$ cat config.mk
export PLATFORM = sky130hd
export DESIGN_NAME = pmod_share_sched
export DESIGN_NICKNAME = d
export VERILOG_FILES = /design/src/rtl/pong_pkg.sv /design/src/rtl/pmod_share_sched.sv
export SDC_FILE = /design/constraint.sdc
export NUM_CORES = 1
export LEC_CHECK = 0
export CAP_MARGIN = 20
export CORE_ASPECT_RATIO = 0.5
export CORE_MARGIN = 5
export CORE_UTILIZATION = 35
export CTS_CLUSTER_DIAMETER = 30
export DETAILED_ROUTE_END_ITERATION = 8
export PLACE_DENSITY = 0.65
export SLEW_MARGIN = 0
export SYNTH_ARGS = -nofsm -noshare
export SYNTH_HDL_FRONTEND = slang
export SYNTH_SLANG_ARGS = --single-unit
$ cat constraint.sdc
create_clock -name clk32mhz -period 3.5 [get_ports clk32mhz]
set_input_delay 1.05 -clock clk32mhz [delete_from_list [all_inputs] [get_ports clk32mhz]]
set_output_delay 1.05 -clock clk32mhz [all_outputs]
set_load 0.03 [all_outputs]
$ cat src/rtl/pong_pkg.sv
// Shared definitions for the pong board: PMOD 1B pad map, dot-matrix pin
// order and the pmod_share_sched state encoding.
package pong_pkg;

    localparam int DM_PIN_W = 6;
    localparam int DIFF_W   = 4;
    localparam int PAD_W    = 8;

    // Bit positions inside the driver bundle {OEB, LE, CCLK, CSDI, RSDI, RCLK}
    localparam int DM_RCLK = 0;
    localparam int DM_RSDI = 1;
    localparam int DM_CSDI = 2;
    localparam int DM_CCLK = 3;
    localparam int DM_LE   = 4;
    localparam int DM_OEB  = 5;

    // Pads [3:0] double as dial bits [3:0]
    localparam int PAD_CCLK = 0;
    localparam int PAD_CSDI = 1;
    localparam int PAD_RSDI = 2;
    localparam int PAD_RCLK = 3;
    localparam int PAD_LE   = 4;
    localparam int PAD_OEB  = 5;

    localparam logic [PAD_W-1:0] PAD_OE_DRIVE  = 8'h3F;
    localparam logic [PAD_W-1:0] PAD_OE_FLOAT  = 8'h30;
    localparam logic [PAD_W-1:0] PAD_OUT_FLOAT = 8'h20;

    typedef enum logic [2:0] {
        ST_DM,
        ST_WAIT_IDLE,
        ST_FLOAT1,
        ST_SAMPLE1,
        ST_FLOAT2,
        ST_SAMPLE2,
        ST_RESTORE
    } pmod_share_state_t;

    function automatic logic [PAD_W-1:0] pad_map(
        input logic [DM_PIN_W-1:0] dm
    );
        logic [PAD_W-1:0] p;
        p           = '0;
        p[PAD_CCLK] = dm[DM_CCLK];
        p[PAD_CSDI] = dm[DM_CSDI];
        p[PAD_RSDI] = dm[DM_RSDI];
        p[PAD_RCLK] = dm[DM_RCLK];
        p[PAD_LE]   = dm[DM_LE];
        p[PAD_OEB]  = dm[DM_OEB];
        return p;
    endfunction

endpackage

$ cat src/rtl/pmod_share_sched.sv
// Time-shares PMOD 1B between the dot-matrix driver and the difficulty dial.
// Define PMOD_SHARE_DEBOUNCE_EN to require two matching dial samples.
module pmod_share_sched
    import pong_pkg::*;
#(
    parameter int PERIOD = 315000,
    parameter int SETTLE = 32
) (
    input  logic                clk32mhz,
    input  logic                reset,
    input  logic                dm_busy,
    input  logic [DM_PIN_W-1:0] dm_pins,
    output logic                dm_grant,
    input  logic [PAD_W-1:0]    pmod_in,
    output logic [PAD_W-1:0]    pmod_out,
    output logic [PAD_W-1:0]    pmod_oe,
    output logic [DIFF_W-1:0]   difficulty,
    output logic                difficulty_valid
);

    localparam int PCNT_W = $clog2(PERIOD);
    localparam int SCNT_W = $clog2(SETTLE + 1);

    localparam logic [PCNT_W-1:0] PCNT_LAST = PCNT_W'(PERIOD - 1);
    localparam logic [PCNT_W-1:0] PCNT_ONE  = PCNT_W'(1);
    localparam logic [SCNT_W-1:0] SCNT_LAST = SCNT_W'(SETTLE - 1);
    localparam logic [SCNT_W-1:0] SCNT_ONE  = SCNT_W'(1);

    pmod_share_state_t   r_state;
    logic [PCNT_W-1:0]   r_pcnt;
    logic [SCNT_W-1:0]   r_scnt;
    logic [DIFF_W-1:0]   r_diff;
    logic                r_valid;
    logic                r_grant;
    logic [PAD_W-1:0]    r_out;
    logic [PAD_W-1:0]    r_oe;
`ifdef PMOD_SHARE_DEBOUNCE_EN
    logic [DIFF_W-1:0]   r_s1;
`endif

    logic                w_float;
    logic [DIFF_W-1:0]   w_dial;
    logic                w_unused_pads;

    assign w_dial        = pmod_in[DIFF_W-1:0];
    assign w_unused_pads = ^pmod_in[PAD_W-1:DIFF_W];

    // Shared pins stay released through the sample cycles too
    assign w_float = (r_state == ST_FLOAT1)  ||
                     (r_state == ST_SAMPLE1) ||
                     (r_state == ST_FLOAT2)  ||
                     (r_state == ST_SAMPLE2);

    always_ff @(posedge clk32mhz) begin
        if (reset) begin
            r_state <= ST_FLOAT1;
            r_pcnt  <= '0;
            r_scnt  <= '0;
            r_diff  <= '0;
            r_valid <= 1'b0;
            r_grant <= 1'b0;
            r_out   <= PAD_OUT_FLOAT;
            r_oe    <= PAD_OE_FLOAT;
`ifdef PMOD_SHARE_DEBOUNCE_EN
            r_s1    <= '0;
`endif
        end else begin
            r_valid <= 1'b0;
            r_out   <= w_float ? PAD_OUT_FLOAT : pad_map(dm_pins);
            r_oe    <= w_float ? PAD_OE_FLOAT : PAD_OE_DRIVE;

            unique case (r_state)
                ST_DM: begin
                    if (r_pcnt == PCNT_LAST) begin
                        r_state <= ST_WAIT_IDLE;
                        r_pcnt  <= '0;
                        r_grant <= 1'b0;
                    end else begin
                        r_pcnt <= r_pcnt + PCNT_ONE;
                    end
                end
                ST_WAIT_IDLE: begin
                    if (!dm_busy) begin
                        r_state <= ST_FLOAT1;
                        r_scnt  <= '0;
                    end
                end
                ST_FLOAT1: begin
                    if (r_scnt == SCNT_LAST) begin
                        r_state <= ST_SAMPLE1;
                        r_scnt  <= '0;
                    end else begin
                        r_scnt <= r_scnt + SCNT_ONE;
                    end
                end
                ST_SAMPLE1: begin
`ifdef PMOD_SHARE_DEBOUNCE_EN
                    r_s1    <= w_dial;
                    r_state <= ST_FLOAT2;
                    r_scnt  <= '0;
`else
                    r_diff  <= w_dial;
                    r_valid <= 1'b1;
                    r_state <= ST_RESTORE;
`endif
                end
`ifdef PMOD_SHARE_DEBOUNCE_EN
                ST_FLOAT2: begin
                    if (r_scnt == SCNT_LAST) begin
                        r_state <= ST_SAMPLE2;
                        r_scnt  <= '0;
                    end else begin
                        r_scnt <= r_scnt + SCNT_ONE;
                    end
                end
                ST_SAMPLE2: begin
                    // A dial caught mid-turn gives two different readings
                    if (w_dial == r_s1) begin
                        r_diff  <= w_dial;
                        r_valid <= 1'b1;
                    end
                    r_state <= ST_RESTORE;
                end
`endif
                ST_RESTORE: begin
                    r_state <= ST_DM;
                    r_pcnt  <= '0;
                    r_grant <= 1'b1;
                end
                default: begin
                    r_state <= ST_FLOAT1;
                    r_scnt  <= '0;
                    r_grant <= 1'b0;
                end
            endcase
        end
    end

    assign dm_grant         = r_grant;
    assign pmod_out         = r_out;
    assign pmod_oe          = r_oe;
    assign difficulty       = r_diff;
    assign difficulty_valid = r_valid;

endmodule

# After elaboration in Yosys (flattened, before gate mapping)
# Index checks and enable logic that the tools add are counted.
# op_classes
addsub	2
n_eq_ne	11
muxes	13
n_bitwise	2
reduce_logical	11
# ops
op	n
$pmux W19 S2	1
$add A19 B1 Y19 const B	1
$eq A19 B19 Y1 const B	1
$mux W19	1
$pmux W6 S3	1
$pmux W3 S5	1
$mux W6	2
$eq A3 B3 Y1 const B	3
$mux W3	3
$add A6 B1 Y6 const B	1
$eq A3 B2 Y1 const B	2
$eq A6 B5 Y1 const B	1
$reduce_or A3 Y1	2
$mux W4	1
$ne A2 B2 Y1 const B	2
$reduce_and A2 Y1	2
$eq A3 B1 Y1 const B	1
$logic_not A3 Y1	1
$logic_or A1 B1 Y1	3
$pmux W1 S3	1
$reduce_and A3 Y1	1
$mux W1	2
$ne A2 B1 Y1 const B	1
$not A1 Y1	2
other kinds (2)	2
# totals
reg_bits	50
in_bits	17
output_inout_bits	22
elab_cells	48

# Longest topological paths before layout
# Gate-level depths: netlist of the first run.
# depth
ltp_word	5
depth_mapped	8

# Worst setup path after synthesis of the first run
# No wires, ideal clock.
# synth_path
path_type	in2reg
start	in dm_busy
end	reg r_scnt[0]
setup_ns	0.121
arrival_ns	1.857
slack_ns	1.521
stages	5
path_cell_list	nand2b_1 a21oi_1 nor2_1 o21bai_1 nor2_1
# synth_via
elab_chain_cells	2
# synth_lines
item	line_no	text
start, declared	pmod_share_sched.sv:11	input logic dm_busy,
$ne A2 B2 Y1 (no line)	-	
$reduce_and A2 Y1 (no line)	-	
end signal, assigned	pmod_share_sched.sv:93	r_scnt <= r_scnt + SCNT_ONE;
end, declared	pmod_share_sched.sv:31	logic [SCNT_W-1:0] r_scnt;
# No other way between the ends.
# A chain may end at the register's enable or synchronous reset.

==> results of run 1 <==
sequential cells by signal, indices dropped and copies added, names as in the netlist:
signal	flops
r_pcnt	19
difficulty	4
r_scnt	6
r_state	3
pmod_out	6
pmod_oe	1
dm_grant	1
difficulty_valid	1
logic make-up (layout without fill, tap and decap cells):
group,count (synthesis),after routing,synth area share
AND/OR/NAND/NOR,86,86,0.2439
AO/OA/AOI/OAI,50,50,0.1720
flip-flops,41,41,0.4290
buffers and inverters,26,44,0.07390
XOR/XNOR,7,7,0.03205
multiplexers,6,6,0.03205
adder cells (fa/ha/maj),2,2,0.01308
other,2,6,0.003926
final cells by class:
class	instances	share of cell area
tap	73	0.03942
multi-input combinational	157	0.4190
clock buffer	7	0.03726
inverter	6	0.009719
timing repair buffer	30	0.1274
clock inverter	1	0.01296
sequential	41	0.3542
power by group:
group | switching, mW | total [mW] | internal (mW)
Combinational | 0.0752 | 0.135 | 0.0597
Clock | 0.158 | 0.390 | 0.232
Sequential | 0.0196 | 0.507 | 0.488
Total | 0.252 | 1.03 | 0.780
placed cells by master, fill, tap and decap left out, types with 7 or more instances in the layout:
cell type and instances:
nand2_1 10, nand3_1 9, clkdlybuf4s50_1 28, o21ai_0 9, a31oi_1 12, dfxtp_1 41
nor2_1 24, nand2b_1 7, a21oi_1 12
routing by layer:
| layer | wire length (um) | vias to the layer above | track usage |
|---|---|---|---|
| met5 | 0 | - | 0 |
| met4 | 50 | 0 | 0.04000 |
| met3 | 89 | 7 | 0.02910 |
| met2 | 1833 | 15 | 0.1949 |
| met1 | 1814 | 760 | 0.1258 |
| li1 | - | 823 | - |
synthesized netlist by cell type, types with 3 or more instances:
cell	number	area, sq um
nand4_1	5	31.28
o21ai_0	9	45.04
nand2b_1	7	43.79
buf_4	9	67.56
and2_1	6	37.54
nand3_1	9	45.04
mux2i_1	5	50.05
inv_1	6	22.52
nand2_1	10	37.54
and3_1	3	18.77
a31oi_1	12	75.07
nor4_1	4	25.02
clkbuf_1	7	26.28
a21oi_1	12	60.06
dfxtp_1	41	820.8
a41oi_1	3	26.28
nor2_1	24	90.09
xor2_1	6	52.55
nor3_1	5	25.02
through the flow:
step / area, sq um / hold WS [ns] / utilization / setup WS (ns) / std cells
after floorplan: 1928 / 0.4390 / - / 1.521 / 224
after global placement: 2201 / 0.4528 / 0.4078 / 0.8854 / 307
after detailed placement: 2201 / 0.4584 / 0.4078 / 0.8595 / 307
after CTS: 2317 / 0.4675 / 0.4294 / 1.077 / 315
after global routing: 2317 / 0.4971 / 0.4294 / 0.9998 / 315
final: 2317 / 0.4663 / 0.4294 / 1.102 / 315
path summary, 6_finish.rpt:
check,start,to,slack (ns),cells past startpoint
worst max-delay path,pmod_oe[2],pmod_oe[3],1.10,1
worst min-delay path,r_pcnt[18],r_pcnt[18],0.47,1
worst max register to register,r_pcnt[4],r_pcnt[8],1.34,6
worst min register to register,r_pcnt[18],r_pcnt[18],0.47,1
==> run_results.csv, run 1 <==
group,metric,value,unit
synth,async_flop_share,0,
synth,ys_warn_count,0,
floorplanning,dieArea,7134,sq um
critical_path,crit_buf_inv,1,
synth,ys.flop_type,"dfxtp_1",
critical_path,criticalPathCategory,"reg2out",
critical_path,path_cells,"clkdlybuf4s50_1",
critical_path,cp-start-kind,"register",
grt,grt_use_total,0.1097,
timing,max_freq,417.0,MHz
floorplanning,die_height,62.28,um
timing,fin_tns_setup,0,ns
synth,synthCells,220,
critical_path,end_kind,"output pin",
grt,antenna_found_initial,0,
cts,post_cts_buffers,0,
cts,root_buffer,"clkbuf_8",
cts,cts.sinks,41,
timing,rsz0062_at_grt,"false",
pwr,power_density,445.4,nW/um^2
synth,yosysSeqAreaShare,0.4290,
drt,routedWlPerCell,12.02,um
cells_and_area,seqCellArea,820.8,sq um
critical_path,worstPathRequired,2.45,ns
drt,ant_nets,0,
drt,drt-initial-drc-count,45,
floorplanning,coreArea,5396,sq um
pwr,ir_worst_vdd,0.0001899,V
drt,wirelength,3.786,mm
placement,hpwl,2.816,mm
cts,cts_buffer_depth,2,
grt,grt_pass1_wl,6.506,mm
critical_path,path_delay_family,"buffers and inverters",
cells_and_area,nets,260,
synth,synthesis.area,1913,sq um
synth,ys_seq_elements,41,
timing,slew_violations,0,
synth,synth_edf_count,0,
run,drv_cap,0,
critical_path,slowest_delay,0.69,ns
drt,vias_per_cell,5.095,
cells_and_area,diodes,0,
cells_and_area,drive_above_1_share,0.06612,
placement,gp_congestion,0.7551,
grt,grt_pass1_vias,1537,
synth,avgSynthCellArea,8.696,sq um
floorplanning,pin_count,39,
timing,period_share,0.6852,
cts,cts.clk_slew.worst_paths,0.07,ns
cts,cts_buffers,5,
cells_and_area,multi_input_area,970.9,sq um
critical_path,critPathMaxFanout,4,
grt,grt_max_degree,30,
floorplanning,std_cell_rows,19,
timing,worst_clock_skew,0.006639,ns
critical_path,arrival,1.35,ns
critical_path,slowest_stage,"clkdlybuf4s50_1",
timing,tightest_slew,0.5005,ns
timing,hold_viol,0,
cts,postCtsHoldBufs,0,
pwr,p_total,1.032,mW
synth,synthDistinctLibCells,45,
cts,cts_tree,"yes",
min_path,worstHoldPathType,"reg2reg",
outcome,status,"finished, final reports clean",
timing,period_needed,2.398,ns
floorplanning,start_util,0.3545,
floorplanning,die_w,114.6,um
cts,htree_levels,2,
pwr,power_leakage,0.8393,nW
cells_and_area,areaGrowthSynthToFinish,21.12,%
cells_and_area,fillers,531,
timing,relSlewSlack,0.6632,
drt,remaining_drc_errors,0,
cts,post_cts_resized,0,
drt,vias,1605,
cts,clk-insertion-delay-late,0.29,ns
drt,first_pass_iters,4,
timing,finalSetupViolations,0,
grt,grt-ovfl-total,0,
placement,io_buffer_count,28,
Power figures use the tool's default switching activity.
==> run 2, diff against run 1 <==
- PLACE_DENSITY: 0.65 -> 0.67
- clock period: 3.5 -> 2.18 ns (I/O delays scaled with it)
==> run 2 against run 1 <==
  * Power is 71% higher
  * Largest power group unchanged
  * Routed wire length grew 1.4%
  * Critical path depth increased by 5
  * Non-clock buffer count increased by 7
  * Cell count grew 2.2%
  * Cell area increased by 3.7%
  * Core utilization rose by 1.6 points
  * Clock power grew 87%
  * Sequential power grew 61%
  * Die area stayed put
==> run_results.csv, run 2 (same netlist as run 1, synthesis figures left out) <==
group,metric,value,unit
cells_and_area,design_area,2404,sq um
critical_path,endpoint,"r_pcnt[10]",
cts,postCtsHoldBufs,0,
drt,wirelength,3.838,mm
drt,remaining_drc_errors,0,
cells_and_area,nets,267,
critical_path,critPathLaunch,"r_pcnt[8]",
floorplanning,die_w,114.6,um
drt,drt-initial-drc-count,50,
timing,rsz0062_at_grt,"false",
cts,root_buffer,"clkbuf_8",
pwr,power_density,734.6,nW/um^2
drt,routedWlPerCell,11.92,um
drt,first_pass_iters,4,
grt,grt_pass1_wl,6.617,mm
floorplanning,pin_count,39,
grt,grt_max_degree,30,
timing,worst_clock_skew,0.01144,ns
grt,grt_use_total,0.1093,
placement,io_buffer_count,28,
timing,period_share,0.9331,
cts,cts_buffer_depth,2,
cts,cts.sinks,41,
pwr,ir_worst_vdd,0.0002772,V
floorplanning,coreArea,5396,sq um
critical_path,rr_worst_depth,6,
floorplanning,std_cell_rows,19,
cells_and_area,regMostFlops,"r_pcnt",
critical_path,arrival,2.22,ns
cts,htree_levels,2,
timing,hold_viol,0,
timing,max_freq,491.6,MHz
timing,finalSetupViolations,0,
critical_path,worstPathRequired,2.36,ns
critical_path,criticalPathCategory,"reg2reg",
timing,fin_tns_setup,0,ns
timing,period_needed,2.034,ns
cts,post_cts_buffers,0,
placement,place_area,2266,sq um
critical_path,r2r_slack,0.15,ns
critical_path,cp-start-kind,"register",
cts,cts.clk_slew.worst_paths,0.09,ns
timing,slew_violations,0,
placement,hpwl,2.802,mm
drt,vias,1622,
run,drv_cap,0,
cts,cts_tree,"yes",
floorplanning,dieArea,7134,sq um
critical_path,critPathMaxFanout,29,
cells_and_area,drive_above_1_share,0.09639,
grt,grt_pass1_vias,1519,
grt,antenna_found_initial,0,
placement,gp_congestion,0.7732,
outcome,status,"finished, final reports clean",
critical_path,end_kind,"register",
cells_and_area,largest_reg_flops,19,
cts,post_cts_resized,0,
cells_and_area,areaGrowthSynthToFinish,25.64,%
grt,grt-ovfl-total,0,
cts,cts_buffers,5,
min_path,worstHoldPathType,"reg2reg",
pwr,power_leakage,0.8885,nW
critical_path,reg2reg_from,"r_pcnt[8]",
critical_path,reg2reg_to,"r_pcnt[10]",
floorplanning,die_height,62.28,um
cells_and_area,layout_commonest_cell,"dfxtp_1",
cells_and_area,layout_common_cells,"dfxtp_1, clkdlybuf4s50_1, nor2_1",
floorplanning,start_util,0.3545,
cts,clk-insertion-delay-late,0.29,ns
drt,vias_per_cell,5.037,
drt,ant_nets,0,
cells_and_area,diodes,0,
==> run 2: changes by cell type in the layout (fill, tap and decap cells not counted) <==
| cell | change |
|---|---|
| buf_12 | +1 |
| buf_4 | +6 |
| bufinv_16 | +1 |
| clkbuf_1 | -1 |
| clkbuf_8 | -1 |
| inv_6 | +1 |
==> run 2: per-stage QoR <==
step | total power [mW] | hold slack, ns | util | setup WS (ns) | cells
global placement | 1.049 | 0.4566 | 0.4199 | 0.1420 | 314
floorplan | 0.9900 | 0.4390 | - | 0.3444 | 224
detailed placement | 1.056 | 0.4663 | 0.4199 | 0.09795 | 314
finish | 1.766 | 0.4722 | 0.4454 | 0.1458 | 322
global route | 1.843 | 0.4936 | 0.4454 | 0.03586 | 322
CTS | 1.788 | 0.4770 | 0.4454 | 0.1325 | 322
==> run 2: layout make-up <==
class                   count  area, sq um
clock buffers               5        68.82
clock inverters             3        68.82
fillers                   525         2993
inverters                   6        22.52
multi-input cells         157        970.9
flip-flops and latches     41        820.8
well taps                  73        91.34
repair buffers             37        360.3
==> run 2: worst min path at each step <==
stage	startpoint	end	slack (ns)	cells after the start
floorplan	r_pcnt[15]	r_pcnt[15]	0.44	1
global placement	r_pcnt[15]	r_pcnt[15]	0.46	1
detailed placement	r_pcnt[18]	r_pcnt[18]	0.47	1
CTS	r_pcnt[18]	r_pcnt[18]	0.48	1
global route	r_pcnt[18]	r_pcnt[18]	0.49	1
finish	r_pcnt[18]	r_pcnt[18]	0.47	1
==> run 2: where the power goes <==
group	internal, mW	switching, mW	total, mW
sequential	0.783	0.0310	0.814
combinational	0.0998	0.124	0.224
clock	0.461	0.267	0.728
==> run 2: metal layers <==
| metal | GRT usage | part of all wire | vias up |
|---|---|---|---|
| li1 | - | - | 829 |
| met1 | 0.1354 | 0.49 | 777 |
| met2 | 0.1884 | 0.48 | 14 |
| met3 | 0.02619 | 0.025 | 2 |
| met4 | 0.03111 | 0.0021 | 0 |
| met5 | 0 | 0 | - |
==> run 2: worst max-delay path, cell delays in order (launching register included) <==
cell	delay, ns
dfxtp_1	0.38
or4_4	0.55
nor4_4	0.23
a211oi_2	0.15
buf_12	0.18
and3_1	0.17
a221o_1	0.27
==> run 3, diff against run 2 <==
- CORE_MARGIN: 5 -> 10
==> run 3 against run 2 <==
  * Core utilization is 1.3 points higher
  * Global-route usage decreased by 2.2 points
  * Die area grew 26%
  * Critical path depth down 5
  * Critical path type is now reg2out
  * Largest cell class unchanged
  * Highest routed layer unchanged
  * Largest power group unchanged
==> run_results.csv, run 3 (same netlist as run 1, synthesis figures left out) <==
group,metric,value,unit
outcome,status,"finished, final reports clean",
cells_and_area,seqCellArea,820.8,sq um
grt,grt_max_degree,19,
cts,htree_levels,2,
timing,period_share,0.9199,
critical_path,crit_buf_inv,1,
drt,drt-initial-drc-count,63,
placement,dp_cells,310,
cts,root_buffer,"clkbuf_8",
cells_and_area,fin_cells,317,
timing,tightest_slew,0.5672,ns
cells_and_area,regMostFlops,"r_pcnt",
grt,grt-ovfl-total,0,
cells_and_area,areaGrowthSynthToFinish,22.63,%
pwr,p_total,1.618,mW
cts,cts.sinks,41,
placement,place_area,2242,sq um
drt,ant_nets,0,
timing,worst_hold_slack,0.4695,ns
floorplanning,die_w,124.6,um
critical_path,arrival,1.35,ns
cts,cts_tree,"yes",
cells_and_area,layout_commonest_cell,"dfxtp_1",
drt,wirelength,4.145,mm
timing,worst_clock_skew,0.008272,ns
critical_path,end_kind,"output pin",
cells_and_area,final_util,0.4589,
grt,grt_pass1_vias,1465,
timing,slew_violations,0,
cells_and_area,nets,266,
timing,setup_ws,0.1747,ns
timing,period_needed,2.005,ns
cells_and_area,diodes,0,
timing,max_freq,498.7,MHz
pwr,power_density,689.5,nW/um^2
cells_and_area,largest_reg_flops,19,
cts,postCtsHoldBufs,0,
cts,cts_buffers,5,
drt,vias,1645,
critical_path,critPathMaxFanout,4,
drt,first_pass_iters,4,
timing,rsz0062_at_grt,"false",
drt,routedWlPerCell,13.08,um
cts,cts.clk_slew.worst_paths,0.08,ns
floorplanning,start_util,0.3742,
grt,grt_use_total,0.08693,
grt,grt_pass1_wl,6.596,mm
placement,gp_congestion,0.7805,
timing,finalSetupViolations,0,
cells_and_area,drive_above_1_share,0.08907,
critical_path,criticalPathCategory,"reg2out",
cells_and_area,multi_input_area,970.9,sq um
placement,hpwl,3.161,mm
critical_path,slowest_stage,"clkdlybuf4s50_1",
grt,antenna_found_initial,0,
pwr,power_leakage,0.8663,nW
critical_path,slowest_delay,0.69,ns
cts,cts_buffer_depth,2,
placement,pre_cts_ws,0.1033,ns
timing,hold_viol,0,
critical_path,path_cells,"clkdlybuf4s50_1",
floorplanning,pin_count,39,
critical_path,cp-start-kind,"register",
floorplanning,dieArea,9003,sq um
critical_path,worstPathRequired,1.53,ns
floorplanning,std_cell_rows,18,
cts,post_cts_buffers,0,
cts,clk-insertion-delay-late,0.29,ns
min_path,worstHoldPathType,"reg2reg",
drt,vias_per_cell,5.189,
cells_and_area,fillers,490,
floorplanning,coreArea,5112,sq um
cts,post_cts_resized,0,
drt,remaining_drc_errors,0,
timing,relSlewSlack,0.6189,
critical_path,path_delay_family,"buffers and inverters",
floorplanning,die_height,72.28,um
pwr,ir_worst_vdd,0.0002516,V
cells_and_area,design_area,2346,sq um
placement,io_buffer_count,28,
run,drv_cap,0,
timing,fin_tns_setup,0,ns
cells_and_area,layout_common_cells,"dfxtp_1, clkdlybuf4s50_1, nor2_1",
[run 3: path summary, 6_finish.rpt]
path / start / endpoint / slack, ns / depth (start not counted)
min reg2reg: r_pcnt[18] / r_pcnt[18] / 0.47 / 1
max: pmod_oe[2] / pmod_oe[3] / 0.17 / 1
min: r_pcnt[18] / r_pcnt[18] / 0.47 / 1
max reg2reg: r_pcnt[1] / r_pcnt[8] / 0.19 / 7
[run 3: power by group]
part           total (mW)  leakage [nW]  internal, mW  switching, mW
Sequential          0.815         0.331         0.783         0.0325
Combinational       0.223         0.481        0.0971          0.126
Clock               0.579        0.0540         0.333          0.246
[run 3: routing by layer]
metal / share of wire / vias to the layer above / wire length, um / GRT usage
met5: 0 / - / 0 / 0
met4: 0.018 / 0 / 73 / 0.04621
met3: 0.057 / 8 / 238 / 0.02611
met2: 0.46 / 41 / 1925 / 0.1471
met1: 0.46 / 767 / 1907 / 0.09875
li1: - / 829 / - / -
[run 3: layout make-up]
| type | count | share of cell area |
|---|---|---|
| Multi-Input combinational cell | 157 | 0.4139 |
| Tap cell | 70 | 0.03733 |
| Clock buffer | 5 | 0.02933 |
| Clock inverter | 2 | 0.01493 |
| Inverter | 6 | 0.009600 |
| Timing Repair Buffer | 36 | 0.1451 |
| Sequential cell | 41 | 0.3499 |
